==> config.mk <==
export PLATFORM = sky130hd
export DESIGN_NAME = mips_multicycle_ctrl
export DESIGN_NICKNAME = d
export VERILOG_FILES = /design/src/rtl/mips_ctrl_pkg.sv /design/src/rtl/mips_multicycle_ctrl_timer.sv /design/src/rtl/mips_multicycle_ctrl.sv
export SDC_FILE = /design/constraint.sdc
export NUM_CORES = 1
export LEC_CHECK = 0
export CAP_MARGIN = 20
export CORE_MARGIN = 10
export CORE_UTILIZATION = 40
export CTS_BUF_LIST = sky130_fd_sc_hd__clkbuf_8
export CTS_CLUSTER_SIZE = 14
export DETAILED_ROUTE_END_ITERATION = 7
export GPL_TIMING_DRIVEN = 0
export PLACE_DENSITY = 0.79
export SLEW_MARGIN = 10
export SYNTH_ARGS = -nofsm -noshare
export SYNTH_HDL_FRONTEND = slang
export SYNTH_HIERARCHICAL = 1
export SYNTH_SLANG_ARGS = --single-unit
==> constraint.sdc <==
create_clock -name clk -period 3.31 [get_ports clk]
set_input_delay 0.662 -clock clk [delete_from_list [all_inputs] [get_ports clk]]
set_output_delay 0.662 -clock clk [all_outputs]
set_load 0.01 [all_outputs]
==> src/rtl/mips_ctrl_pkg.sv <==
// ============================================================================
// Module      : mips_ctrl_pkg
// Description : Shared encodings for the MIPS-32 multi-cycle control unit:
//               opcodes, FSM states, datapath select codes and trap causes.
// Revision    : 1.0 - initial release
// ============================================================================
`default_nettype none
`timescale 1ns/1ps

package mips_ctrl_pkg;

    // Supported primary opcodes (instruction[31:26])
    localparam logic [5:0] OP_RTYPE = 6'b000000;
    localparam logic [5:0] OP_J     = 6'b000010;
    localparam logic [5:0] OP_JAL   = 6'b000011;
    localparam logic [5:0] OP_BEQ   = 6'b000100;
    localparam logic [5:0] OP_BNE   = 6'b000101;
    localparam logic [5:0] OP_ADDI  = 6'b001000;
    localparam logic [5:0] OP_SLTI  = 6'b001010;
    localparam logic [5:0] OP_ANDI  = 6'b001100;
    localparam logic [5:0] OP_ORI   = 6'b001101;
    localparam logic [5:0] OP_LUI   = 6'b001111;
    localparam logic [5:0] OP_LW    = 6'b100011;
    localparam logic [5:0] OP_SW    = 6'b101011;

    // Control FSM states; encodings are visible on the debug port
    typedef enum logic [3:0] {
        S_FETCH    = 4'd0,
        S_DECODE   = 4'd1,
        S_MEM_ADDR = 4'd2,
        S_MEM_RD   = 4'd3,
        S_MEM_WB   = 4'd4,
        S_MEM_WR   = 4'd5,
        S_R_EXEC   = 4'd6,
        S_R_WB     = 4'd7,
        S_I_EXEC   = 4'd8,
        S_I_WB     = 4'd9,
        S_BRANCH   = 4'd10,
        S_JUMP     = 4'd11,
        S_TRAP     = 4'd12
    } state_t;

    // PC source select
    localparam logic [1:0] PC_SRC_ALU    = 2'd0;
    localparam logic [1:0] PC_SRC_ALUOUT = 2'd1;
    localparam logic [1:0] PC_SRC_JUMP   = 2'd2;

    // ALU operand B select
    localparam logic [1:0] SRC_B_RT      = 2'd0;
    localparam logic [1:0] SRC_B_FOUR    = 2'd1;
    localparam logic [1:0] SRC_B_IMM     = 2'd2;
    localparam logic [1:0] SRC_B_IMM_SH2 = 2'd3;

    // ALU operation class
    localparam logic [1:0] ALU_ADD   = 2'd0;
    localparam logic [1:0] ALU_SUB   = 2'd1;
    localparam logic [1:0] ALU_FUNCT = 2'd2;
    localparam logic [1:0] ALU_ITYPE = 2'd3;

    // Register file destination select
    localparam logic [1:0] REG_DST_RT  = 2'd0;
    localparam logic [1:0] REG_DST_RD  = 2'd1;
    localparam logic [1:0] REG_DST_R31 = 2'd2;

    // Register file write-data select
    localparam logic [1:0] WD_ALUOUT = 2'd0;
    localparam logic [1:0] WD_MDR    = 2'd1;
    localparam logic [1:0] WD_PC     = 2'd2;

    // Reason the FSM entered TRAP
    typedef enum logic {
        CAUSE_ILLEGAL = 1'b0,
        CAUSE_TIMEOUT = 1'b1
    } trap_cause_t;

    // States that hold a memory request open until mem_ready
    function automatic logic is_wait_state(input state_t s);
        return (s == S_FETCH) || (s == S_MEM_RD) || (s == S_MEM_WR);
    endfunction

endpackage

`default_nettype wire

==> src/rtl/mips_multicycle_ctrl_timer.sv <==
// ============================================================================
// Module      : mips_mem_wait_timer
// Description : Memory wait counter shared by every wait state. Cleared while
//               no request is waiting, advances on each unanswered cycle and
//               flags expiry on the last permitted waiting cycle.
// Revision    : 1.0 - initial release
// ============================================================================
`default_nettype none
`timescale 1ns/1ps

module mips_mem_wait_timer #(
    parameter int MEM_TIMEOUT = 15,
    parameter int TO_W        = 4
) (
    input  logic clk,
    input  logic rst_n,
    input  logic clear,
    input  logic count_en,
    output logic expire
);

    localparam logic [TO_W-1:0] LAST_COUNT = TO_W'(MEM_TIMEOUT - 1);

    logic [TO_W-1:0] count;

    // Wait-cycle counter; clear takes priority over counting
    always_ff @(posedge clk or negedge rst_n) begin
        if (!rst_n) begin
            count <= '0;
        end else if (clear) begin
            count <= '0;
        end else if (count_en) begin
            count <= count + 1'b1;
        end
    end

    assign expire = count_en && (count == LAST_COUNT);

endmodule

`default_nettype wire

==> src/rtl/mips_multicycle_ctrl.sv <==
// ============================================================================
// Module      : mips_multicycle_ctrl
// Description : Multi-cycle control FSM for the MIPS-32 core. Sequences
//               fetch/decode/execute/memory/writeback over a shared ALU and a
//               single memory port. Optional macro MIPS_CTRL_PERF_CNT_EN adds
//               cycle and instruction counters.
// Revision    : 1.0 - initial release
// ============================================================================
`default_nettype none
`timescale 1ns/1ps

module mips_multicycle_ctrl
    import mips_ctrl_pkg::*;
#(
    parameter int MEM_TIMEOUT = 15,
    parameter int TO_W        = 4
) (
    input  logic        clk,
    input  logic        rst_n,
    input  logic [5:0]  opcode,
    input  logic [5:0]  funct,
    input  logic        alu_zero,
    input  logic        mem_ready,
    output logic        mem_req,
    output logic        mem_we,
    output logic        iord,
    output logic        ir_write,
    output logic        pc_write,
    output logic [1:0]  pc_src,
    output logic        alu_src_a,
    output logic [1:0]  alu_src_b,
    output logic [1:0]  alu_op,
    output logic        reg_write,
    output logic [1:0]  reg_dst,
    output logic [1:0]  wd_src,
    output logic        illegal_op,
    output logic        mem_timeout,
`ifdef MIPS_CTRL_PERF_CNT_EN
    output logic [31:0] cycle_cnt,
    output logic [31:0] instr_cnt,
`endif
    output logic [3:0]  state_o
);

    state_t      state;
    state_t      state_next;
    trap_cause_t cause;
    logic        in_wait;
    logic        expire;

    // funct is decoded by the ALU control, not by this FSM
    logic unused_funct;
    assign unused_funct = ^funct;

    assign in_wait = is_wait_state(state);
    assign state_o = state;

    mips_mem_wait_timer #(
        .MEM_TIMEOUT (MEM_TIMEOUT),
        .TO_W        (TO_W)
    ) u_wait_timer (
        .clk      (clk),
        .rst_n    (rst_n),
        .clear    (!in_wait || mem_ready),
        .count_en (in_wait && !mem_ready),
        .expire   (expire)
    );

    // Next-state selection; a ready memory beats an expiring timer
    always_comb begin
        state_next = S_FETCH;
        case (state)
            S_FETCH:    state_next = mem_ready ? S_DECODE : (expire ? S_TRAP : S_FETCH);
            S_DECODE: begin
                case (opcode)
                    OP_RTYPE:                                state_next = S_R_EXEC;
                    OP_LW, OP_SW:                            state_next = S_MEM_ADDR;
                    OP_BEQ, OP_BNE:                          state_next = S_BRANCH;
                    OP_J, OP_JAL:                            state_next = S_JUMP;
                    OP_ADDI, OP_SLTI, OP_ANDI, OP_ORI, OP_LUI: state_next = S_I_EXEC;
                    default:                                 state_next = S_TRAP;
                endcase
            end
            S_MEM_ADDR: state_next = (opcode == OP_SW) ? S_MEM_WR : S_MEM_RD;
            S_MEM_RD:   state_next = mem_ready ? S_MEM_WB : (expire ? S_TRAP : S_MEM_RD);
            S_MEM_WR:   state_next = mem_ready ? S_FETCH : (expire ? S_TRAP : S_MEM_WR);
            S_R_EXEC:   state_next = S_R_WB;
            S_I_EXEC:   state_next = S_I_WB;
            default:    state_next = S_FETCH;
        endcase
    end

    // State register and trap cause capture
    always_ff @(posedge clk or negedge rst_n) begin
        if (!rst_n) begin
            state <= S_FETCH;
            cause <= CAUSE_ILLEGAL;
        end else begin
            state <= state_next;
            if (state == S_DECODE && state_next == S_TRAP) begin
                cause <= CAUSE_ILLEGAL;
            end else if (expire) begin
                cause <= CAUSE_TIMEOUT;
            end
        end
    end

    // Datapath controls decoded from state; everything forced low in reset
    always_comb begin
        mem_req     = 1'b0;
        mem_we      = 1'b0;
        iord        = 1'b0;
        ir_write    = 1'b0;
        pc_write    = 1'b0;
        pc_src      = PC_SRC_ALU;
        alu_src_a   = 1'b0;
        alu_src_b   = SRC_B_RT;
        alu_op      = ALU_ADD;
        reg_write   = 1'b0;
        reg_dst     = REG_DST_RT;
        wd_src      = WD_ALUOUT;
        illegal_op  = 1'b0;
        mem_timeout = 1'b0;
        if (rst_n) begin
            case (state)
                S_FETCH: begin
                    mem_req   = 1'b1;
                    alu_src_b = SRC_B_FOUR;
                    ir_write  = mem_ready;
                    pc_write  = mem_ready;
                end
                S_DECODE: begin
                    alu_src_b = SRC_B_IMM_SH2;
                end
                S_MEM_ADDR: begin
                    alu_src_a = 1'b1;
                    alu_src_b = SRC_B_IMM;
                end
                S_MEM_RD: begin
                    mem_req = 1'b1;
                    iord    = 1'b1;
                end
                S_MEM_WB: begin
                    reg_write = 1'b1;
                    reg_dst   = REG_DST_RT;
                    wd_src    = WD_MDR;
                end
                S_MEM_WR: begin
                    mem_req = 1'b1;
                    mem_we  = 1'b1;
                    iord    = 1'b1;
                end
                S_R_EXEC: begin
                    alu_src_a = 1'b1;
                    alu_src_b = SRC_B_RT;
                    alu_op    = ALU_FUNCT;
                end
                S_R_WB: begin
                    reg_write = 1'b1;
                    reg_dst   = REG_DST_RD;
                end
                S_I_EXEC: begin
                    alu_src_a = 1'b1;
                    alu_src_b = SRC_B_IMM;
                    alu_op    = ALU_ITYPE;
                end
                S_I_WB: begin
                    reg_write = 1'b1;
                    reg_dst   = REG_DST_RT;
                end
                S_BRANCH: begin
                    alu_src_a = 1'b1;
                    alu_src_b = SRC_B_RT;
                    alu_op    = ALU_SUB;
                    pc_src    = PC_SRC_ALUOUT;
                    pc_write  = (opcode == OP_BNE) ? !alu_zero : alu_zero;
                end
                S_JUMP: begin
                    pc_write = 1'b1;
                    pc_src   = PC_SRC_JUMP;
                    if (opcode == OP_JAL) begin
                        reg_write = 1'b1;
                        reg_dst   = REG_DST_R31;
                        wd_src    = WD_PC;
                    end
                end
                S_TRAP: begin
                    illegal_op  = (cause == CAUSE_ILLEGAL);
                    mem_timeout = (cause == CAUSE_TIMEOUT);
                end
                default: ;
            endcase
        end
    end

`ifdef MIPS_CTRL_PERF_CNT_EN
    // Free-running cycle count and completed-instruction count
    always_ff @(posedge clk or negedge rst_n) begin
        if (!rst_n) begin
            cycle_cnt <= '0;
            instr_cnt <= '0;
        end else begin
            cycle_cnt <= cycle_cnt + 32'd1;
            if (state_next == S_FETCH && state != S_FETCH && state != S_TRAP) begin
                instr_cnt <= instr_cnt + 32'd1;
            end
        end
    end
`endif

endmodule

`default_nettype wire

**Word level (Yosys, flattened, before mapping)**

Cells that the tools add are included.

- Bits of input ports: 16
- Output and inout port bits: 23
- Register bits after elaboration: 9
- Logic and storage cells: 96

- Add/sub/neg operators: 1
- Mux-type cells: 44
- Bitwise gates (word level): 1
- Reduce and logical (&&, ||, !) cells: 22
- Eq/ne operators: 25

Operators with widths:

| cell | count |
|---|---|
| 4-bit 2-to-1 mux | 8 |
| 6-bit by 4-bit equality test with 1-bit output (second input constant) | 5 |
| 4-bit equality test (second input constant) | 7 |
| 4-bit case mux with 7 select lines | 1 |
| 1-bit 2-to-1 mux | 20 |
| 4-bit case mux with 5 select lines | 1 |
| 4-bit by 3-bit equality test with 1-bit output (second input constant) | 4 |
| 6-bit by 2-bit equality test with 1-bit output (second input constant) | 2 |
| 6-bit by 3-bit equality test with 1-bit output (second input constant) | 2 |
| 6-bit equality test (second input constant) | 2 |
| 2-bit 2-to-1 mux | 6 |
| 2-bit case mux with 2 select lines | 3 |
| 2-bit case mux with 3 select lines | 2 |
| 2-bit OR reduction | 5 |
| 4-bit by 2-bit equality test with 1-bit output (second input constant) | 2 |
| 6-bit logical NOT | 1 |
| 3-bit OR reduction | 2 |
| 5-bit OR reduction | 1 |
| 4-bit by 1-bit adder with 4-bit output (second input constant) | 1 |
| 4-bit by 1-bit equality test with 1-bit output (second input constant) | 1 |
| 4-bit logical NOT | 1 |
| 2-bit nonzero test | 2 |
| 4-bit OR reduction | 1 |
| 1-bit logical AND | 3 |
| 6 further kinds | 10 |

**Longest topological paths before layout**

Gate-level depths: netlist of run 1.

- Depth after elaboration: 11
- Mapped depth: 10
- Gate-level depth less buffers: 9

**Cells and area by module**

The synthesis of run 1 kept the hierarchy.

By module, submodules not included:

| module | instances | area an instance (µm²) | seq. area each (µm²) | cells each |
|---|---|---|---|---|
| mips_multicycle_ctrl | 1 | 765.7 | 125.1 | 113 |
| mips_mem_wait_timer | 1 | 222.7 | 100.1 | 20 |

**Worst setup path before layout of run 1**

No wires, ideal clock.

- Path type: register to register
- Start: reg state[2], in the netlist state_o[2]
- End: reg cause
- Arrival: 2.517 ns
- Cell stages (with the launch flop): 11
- Slack: 0.673 ns
- Data required time: 3.190 ns
- Period minus slack after synthesis: 2.637 ns
- Library setup time: 0.120 ns
- Buffers on the path: 1
- Path through: dfrtp_1 > clkbuf_1 > nor2b_1 > nor3_1 > a21oi_1 > nor3_1 > and4_1 > nand2b_1 > or3_1 > o221a_1 > a31o_1

- Longest elaborated chain between the ends: 11
- Elaborated cells between the ends (all ways): 22
- Classes of those cells: 7 x eq/ne; 8 x mux; 7 x reduce/logical

RTL lines:

| element | line | text |
|---|---|---|
| start, declared | mips_multicycle_ctrl.sv:45 | `state_t state;` |
| start signal, assigned | mips_multicycle_ctrl.sv:99 | `state <= state_next;` |
| 4-bit by 2-bit equality test with 1-bit output / 4-bit logical NOT (equally long branches) | mips_ctrl_pkg.sv:78 | `return (s == S_FETCH) \|\| (s == S_MEM_RD) \|\| (s == S_MEM_WR);` |
| 1-bit logical OR | mips_ctrl_pkg.sv:78 |  |
| 1-bit logical OR (*) | mips_ctrl_pkg.sv:78 |  |
| 1-bit logical AND (*) | mips_multicycle_ctrl.sv:65 | `.count_en (in_wait && !mem_ready),` |
| 1-bit logical AND (*) | mips_multicycle_ctrl_timer.sv:37 | `assign expire = count_en && (count == LAST_COUNT);` |
| named net expire | mips_multicycle_ctrl.sv:49 | `logic expire;` |
| 4-bit 2-to-1 mux, on equally long branches (2 in series) | mips_multicycle_ctrl.sv:86, mips_multicycle_ctrl.sv:73, mips_multicycle_ctrl.sv:85 |  |
| 4-bit case mux with 7 select lines | mips_multicycle_ctrl.sv:72 | `case (state)` |
| 4-bit equality test | mips_multicycle_ctrl.sv:100 | `if (state == S_DECODE && state_next == S_TRAP) begin` |
| 1-bit logical AND | mips_multicycle_ctrl.sv:100 |  |
| 1-bit 2-to-1 mux / 2-bit nonzero test (equally long branches) | -- |  |
| end signal, assigned | mips_multicycle_ctrl.sv:97 | `cause <= CAUSE_ILLEGAL;` |
| end signal, assigned | mips_multicycle_ctrl.sv:101 | `cause <= CAUSE_ILLEGAL;` |
| end signal, assigned | mips_multicycle_ctrl.sv:103 | `cause <= CAUSE_TIMEOUT;` |
| end, declared | mips_multicycle_ctrl.sv:47 | `trap_cause_t cause;` |

Mark *: on every way through the listed nets, which the timed path passes. The rest lies on a longest branch.
A chain may end at the register's enable or synchronous reset.

**Worst setup path after layout of run 1**

- Start: in opcode[2]
- End: out pc_write

- Longest elaborated chain between the ends: 4

RTL lines:

| element | line | text |
|---|---|---|
| start, declared | mips_multicycle_ctrl.sv:20 | `input logic [5:0] opcode,` |
| 6-bit by 3-bit equality test with 1-bit output | mips_multicycle_ctrl.sv:176 | `pc_write = (opcode == OP_BNE) ? !alu_zero : alu_zero;` |
| 1-bit 2-to-1 mux | mips_multicycle_ctrl.sv:176 |  |
| 1-bit case mux with 3 select lines | mips_multicycle_ctrl.sv:125 | `case (state)` |
| 1-bit 2-to-1 mux | mips_multicycle_ctrl.sv:124 | `if (rst_n) begin` |
| end, declared | mips_multicycle_ctrl.sv:28 | `output logic pc_write,` |

Every way passes these cells.

==> impl_summary.log, run 1 <==
[metrics] Async SR Flop Fraction: 100%
[metrics] Critical Path Slowest Stage Cell: clkdlybuf4s50_1
[metrics] worst-margin pin slew: 439 ps
[metrics] worst hold-check slack: 417 ps
[metrics] overall overflow remaining after global route: 0
[metrics] initial antenna violation count: 0
[metrics] all-layer global routing usage: 11.8%
[metrics] top cell type by total area after synthesis: dfrtp_1
[metrics] largest cells by area after synthesis: dfrtp_1 (23%), nor2_1 (5.3%), nand2b_1 (5.1%), nor2b_1 (5.1%), nor3b_1 (3.8%)
[metrics] fmax: 307 MHz
[metrics] final weighted congestion in routability-driven placement: 0.890
[metrics] cell breakdown of the critical path: clkdlybuf4s50_1, nor4b_2, and3_1, xor2_1, a211o_1, clkdlybuf4s50_1
[metrics] Sink Count: 9
[metrics] Max Cap Violations: 0
[metrics] io pins: 39
[metrics] kind of start point of the critical path: input port
[metrics] total CTS buffers: 3
[metrics] number of rows in the core area: 17
[metrics] relative slew slack: 70.6%
[metrics] number of nets produced by synthesis: 151
[metrics] routed wire length: 3.06 mm
[metrics] worst reg-to-reg path cell count: 10
[metrics] Fin. Hold Viols: 0
[metrics] per-cell routed wire length: 15.5 µm
[metrics] antenna cell count: 0
[metrics] count of pins over their slew limit: 0
[metrics] number of DRC markers after the initial detailed-route iteration: 63
[metrics] chip width: 69.7 µm
[metrics] required time of the critical path: 2650 ps
[metrics] First-pass DRT Iterations: 4
[metrics] maximum clock skew at final layout: 2.38 ps
[metrics] Crit Path Max Fanout: 5
[metrics] commonest cells after routing, fill and taps aside: clkdlybuf4s50_1 (28), nor2_1 (14), nand2_1 (9), dfrtp_1 (9)
[metrics] area of the multi-input gates: 739 µm²
[metrics] share of Yosys cell area claimed by the top area cell type: 22.8%
[metrics] number of instances in the synthesized netlist: 133
[metrics] global-route wire length before repair: 5.02 mm
[metrics] Worst R2R Setup Slack: 360 ps
[metrics] number of synthesized flops with an enable pin: 0
[metrics] half-perimeter wire length after placement: 2.38 mm
[metrics] power density of the placed cells: 577 nW/µm²
[metrics] master cell of the clock root buffer: clkbuf_8
[metrics] initial core utilization: 43.4%
[metrics] via count normalized by instance count: 5.86
[metrics] maximum root-to-sink buffer count: 2
[metrics] minimum clock period: 3250 ps
[metrics] endpoint class of the critical path: primary output
[metrics] flip-flop and latch count after synthesis: 9
[metrics] result of the run: finished, final reports clean
[metrics] Tcrit/Tclk final: 98.3%
[metrics] RSZ-0062 raised after global routing: false
[metrics] Die H: 69.7 µm
[metrics] depth of the CTS H-tree: 1
[metrics] CTS tree: built
[metrics] Reg clk slew, reported paths: 50 ps
[metrics] layout overhead on the synthesized area: 44.6%
[metrics] register area: 225 µm²
[metrics] Leak Pwr: 0.587 nW
[metrics] delay-heaviest family, CP: buffers and inverters
[metrics] number of warnings issued by yosys: 6
[metrics] sequential area share after synthesis: 22.8%
[metrics] maximum number of pins on one net before global-route repair: 17
[metrics] distinct cell type count of the synthesized netlist: 45
[metrics] path category of the worst min-delay check: input port to asynchronous set/reset pin
[metrics] Synth Flop Type: dfrtp_1
[metrics] Worst Path Buf+Inv: 2
[metrics] remaining routing DRC violations: 0
[metrics] number of global-route vias before repair: 1106
[metrics] type of the setup path with the least slack: input port to primary output
[metrics] post-route ant nets: 0
[metrics] Mapped Avg Cell Area: 7.43 µm²
[metrics] via total after detailed routing: 1154
[metrics] fraction of layout instances using a drive strength above 1: 8.88%
[metrics] Most Frequent Cell on Critical Path: clkdlybuf4s50_1
[metrics] Total Neg Setup Slack: 0 ps
[metrics] Netlist Area Pre-Place: 988 µm²
[metrics] Worst VDD drop: 364 µV
[metrics] quantity of I/O buffers inserted on ports: 32
[metrics] delay of the slowest critical-path stage: 600 ps
[metrics] filler cell count: 215
[metrics] Die ar.: 4860 µm²
[metrics] total number of cells along the worst setup path: 6
[metrics] Arrival @ worst endpoint: 2590 ps
[metrics] number of failing setup endpoints in the final timing report: 0
[metrics] leading cell type in the layout, fill and taps excluded: clkdlybuf4s50_1
[metrics] core area: 2280 µm²
[metrics] Final #Nets: 188
[metrics] Skew-Pair Late Insertion Delay: 230 ps
==> worst paths after layout <==
path / start / to
setup / recovery: opcode[2] / pc_write
hold / removal: rst_n / u_wait_timer/count[1]
setup reg to reg: state_o[2] / cause
hold reg to reg: u_wait_timer/count[1] / u_wait_timer/count[1]
max in group asynchronous: rst_n / u_wait_timer/count[2]
min in group clk: u_wait_timer/count[1] / u_wait_timer/count[1]
==> layout make-up <==
type | count | area share (%)
sequential | 9 | 15.8
timing repair buffer | 32 | 23.0
clock inverter | 1 | 0.263
inverter | 5 | 1.31
buffer | 8 | 2.54
multi-input combinational | 111 | 51.8
tap | 28 | 2.45
clock buffer | 3 | 2.89
==> report_power, final <==
| part | switching (mW) | internal (mW) |
|---|---|---|
| sequential | 0.0265 | 0.133 |
| clock | 0.0446 | 0.0808 |
| combinational | 0.297 | 0.243 |
==> metal layers <==
metal,GRT usage (%),wire (µm)
met5,0,0
met4,2.83,17
met3,4.56,296
met2,19.4,1390
met1,13.9,1350
==> flip-flops by register name, indices dropped and copies added, names as in the netlist <==
signal,count
u_wait_timer/count,4
cause,1
state_o,4
==> logic make-up after synthesis <==
family	share of synthesized area, %
compound gates	20.4
simple gates	44.6
flops	22.8
xor+xnor	2.66
buf+inv	5.57
fa+ha+maj	2.53
mux	1.52
==> cell usage after synthesis (3+ instances only) <==
library cell / n
clkbuf_1: 5
nor3b_1: 5
nor3_1: 4
nor2b_1: 8
nand3_1: 3
nor2_1: 14
nand4_1: 3
and2_1: 3
nand2b_1: 8
dfrtp_1: 9
a21oi_1: 7
inv_1: 5
a31oi_1: 3
or3_1: 3
o211ai_1: 3
nand2_1: 9
and3_1: 5
==> per-stage QoR <==
step	area (µm²)	setup WS, ps	utilization [%]	std cells	total power, mW
2_1_floorplan	988	673	-	133	0.480
3_3_place_gp	1340	-307	59.0	193	0.676
3_5_place_dp	1340	-366	59.0	193	0.685
4_1_cts	1400	39.5	61.6	197	0.818
5_1_grt	1430	9.69	62.8	197	0.897
6_report	1430	57.6	62.8	197	0.825
==> repair_timing <==
action                     CTS  global route
hold buffers                 0             0
setup endpoints to repair    7             4
pin swaps                    0             0
resized for setup            5             6
setup buffers                0             0
Note: power is estimated with default switching activity, not from simulation.
==> run 2: changes to the inputs <==
REMOVE_ABC_BUFFERS = 1   (was unset)
==> run 2 against run 1 <==
Against the previous run: worst hold slack better by 15 ps; highest routed layer unchanged; global-route usage is 0.52 points lower; largest power group unchanged; non-clock buffer count is 8 lower; critical endpoint unchanged.
==> impl_summary.log, run 2 (synthesized netlist as in run 1, its figures left out) <==
[metrics] number of DRC markers after the initial detailed-route iteration: 59 (was 63)
[metrics] master cell of the clock root buffer: clkbuf_8 (unchanged)
[metrics] minimum clock period: 3220 ps (was 3250 ps)
[metrics] core area: 2280 µm² (unchanged)
[metrics] layout overhead on the synthesized area: 39.0% (was 44.6%)
[metrics] result of the run: finished, final reports clean (unchanged)
[metrics] First-pass DRT Iterations: 4 (unchanged)
[metrics] per-cell routed wire length: 15.4 µm (was 15.5 µm)
[metrics] antenna cell count: 0 (unchanged)
[metrics] cell total after placement: 185 (was 193)
[metrics] setup bufs post-CTS: 0 (unchanged)
[metrics] required time of the critical path: 2650 ps (about the same)
[metrics] initial core utilization: 43.4% (unchanged)
[metrics] fraction of layout instances using a drive strength above 1: 6.83% (was 8.88%)
[metrics] overall overflow remaining after global route: 0 (unchanged)
[metrics] half-perimeter wire length after placement: 2.24 mm (was 2.38 mm)
[metrics] Tcrit/Tclk final: 97.1% (was 98.3%)
[metrics] Arrival @ worst endpoint: 2550 ps (was 2590 ps)
[metrics] initial antenna violation count: 0 (unchanged)
[metrics] hold buffers post-CTS: 0 (unchanged)
[metrics] total CTS buffers: 3 (unchanged)
[metrics] number of global-route vias before repair: 1042 (was 1106)
[metrics] Die ar.: 4860 µm² (unchanged)
[metrics] all-layer global routing usage: 11.2% (was 11.8%)
[metrics] via total after detailed routing: 1089 (was 1154)
[metrics] commonest cells after routing, fill and taps aside: clkdlybuf4s50_1 (30), nor2_1 (14), nand2_1 (9), dfrtp_1 (9) (was clkdlybuf4s50_1 (28), nor2_1 (14), nand2_1 (9), dfrtp_1 (9))
[metrics] RSZ-0062 raised after global routing: false (unchanged)
[metrics] Leak Pwr: 0.546 nW (was 0.587 nW)
[metrics] global-route wire length before repair: 4.82 mm (was 5.02 mm)
[metrics] io pins: 39 (unchanged)
[metrics] relative slew slack: 54.8% (was 70.6%)
[metrics] maximum number of pins on one net before global-route repair: 23 (was 17)
[metrics] path category of the worst min-delay check: input port to asynchronous set/reset pin (unchanged)
[metrics] type of the setup path with the least slack: input port to primary output (unchanged)
[metrics] delay-heaviest family, CP: buffers and inverters (unchanged)
[metrics] post-layout instance count excluding filler cells: 189 (was 197)
[metrics] Reg clk slew, reported paths: 40 ps (was 50 ps)
[metrics] Sink Count: 9 (unchanged)
[metrics] Max Cap Violations: 0 (unchanged)
[metrics] number of failing setup endpoints in the final timing report: 0 (unchanged)
[metrics] Worst Path Buf+Inv: 2 (unchanged)
[metrics] quantity of I/O buffers inserted on ports: 32 (unchanged)
[metrics] power density of the placed cells: 575 nW/µm² (was 577 nW/µm²)
[metrics] fmax: 311 MHz (was 307 MHz)
[metrics] chip width: 69.7 µm (unchanged)
[metrics] count of pins over their slew limit: 0 (unchanged)
[metrics] Fin. Hold Viols: 0 (unchanged)
[metrics] worst reg-to-reg path cell count: 9 (was 10)
[metrics] delay of the slowest critical-path stage: 530 ps (was 600 ps)
[metrics] cts repair resizes: 4 (was 5)
[metrics] endpoint class of the critical path: primary output (unchanged)
[metrics] final weighted congestion in routability-driven placement: 0.812 (was 0.890)
[metrics] number of rows in the core area: 17 (unchanged)
[metrics] maximum root-to-sink buffer count: 2 (unchanged)
[metrics] worst-margin pin slew: 678 ps (was 439 ps)
[metrics] Final #Nets: 180 (was 188)
[metrics] Crit Path Max Fanout: 7 (was 5)
[metrics] leading cell type in the layout, fill and taps excluded: clkdlybuf4s50_1 (unchanged)
[metrics] Most Frequent Cell on Critical Path: clkdlybuf4s50_1 (unchanged)
[metrics] CTS tree: built (unchanged)
[metrics] worst hold-check slack: 432 ps (was 417 ps)
[metrics] maximum clock skew at final layout: 1.52 ps (was 2.38 ps)
[metrics] Skew-Pair Late Insertion Delay: 220 ps (was 230 ps)
[metrics] total number of cells along the worst setup path: 6 (unchanged)
[metrics] Die H: 69.7 µm (unchanged)
[metrics] via count normalized by instance count: 5.76 (was 5.86)
[metrics] cell breakdown of the critical path: clkdlybuf4s50_1, nor4b_2, and3_1, xor2_1, a211o_1, clkdlybuf4s50_1 (unchanged)
[metrics] Worst VDD drop: 373 µV (was 364 µV)
[metrics] kind of start point of the critical path: input port (unchanged)
[metrics] routed wire length: 2.92 mm (was 3.06 mm)
[metrics] remaining routing DRC violations: 0 (unchanged)
[metrics] depth of the CTS H-tree: 1 (unchanged)
[metrics] post-route ant nets: 0 (unchanged)
[metrics] Critical Path Slowest Stage Cell: clkdlybuf4s50_1 (unchanged)
## run 2: cell types whose count changed in the layout (fill, tap and decap cells not counted)
cell             delta
buf_2               -2
buf_4               -1
clkbuf_1            -5
clkdlybuf4s50_1     +2
dlymetal6s2s_1      -2
nor3_1              +1
nor3_2              -1
nor4_2              +1
nor4_4              -1
## run 2: path summary, 6_finish.rpt
check                                            from               endpoint  slack, ps
worst min register to register  u_wait_timer/count[2]  u_wait_timer/count[2]        590
worst max-delay path                        opcode[3]               pc_write         90
worst max register to register             state_o[0]                  cause        430
worst min-delay path                            rst_n  u_wait_timer/count[0]        430
min in group clk                u_wait_timer/count[2]  u_wait_timer/count[2]        590
max in group asynchronous                       rst_n  u_wait_timer/count[3]       2620
## run 2: metrics by stage
stage                     area, µm²  TNS (ps)  utilization, %  setup slack, ps  total power, mW
after floorplan                 952         0               -              673            0.458
after global placement         1310     -1710            57.4             -305            0.654
after detailed placement       1310     -1840            57.4             -363            0.669
after CTS                      1360         0            59.8             37.5            0.790
after global routing           1370         0            60.4             42.6            0.857
final                          1370         0            60.4             94.6            0.790
## run 2: layout make-up
type / count / area, µm²
clock inverter: 1 / 3.75
sequential: 9 / 225
multi-input combinational: 111 / 726
timing repair buffer: 32 / 324
tap: 28 / 35.0
fill: 210 / 902
clock buffer: 3 / 41.3
inverter: 5 / 18.8
## run 2: metal layers
| layer | routed length (µm) | global-route usage, % | vias to the layer above |
|---|---|---|---|
| li1 | - | - | 541 |
| met1 | 1380 | 13.6 | 529 |
| met2 | 1460 | 19.9 | 17 |
| met3 | 68 | 2.00 | 2 |
| met4 | 10 | 2.61 | 0 |
| met5 | 0 | 0 | - |
## run 2: worst reg2reg max path: stages (launching register included)
cell and delay, ps:
dfrtp_1 580, nor2b_1 260, nor3_1 190, a21oi_1 100, nor3_2 380, and4_1 370
nand2b_1 120, or3_1 390, o221a_1 140, a31o_1 220
## run 2: power by group
part / switching (mW) / leakage, nW / internal [mW]
registers: 0.103 / 0.121 / 0.131
logic: 0.211 / 0.398 / 0.227
clock network: 0.0373 / 0.0269 / 0.0802
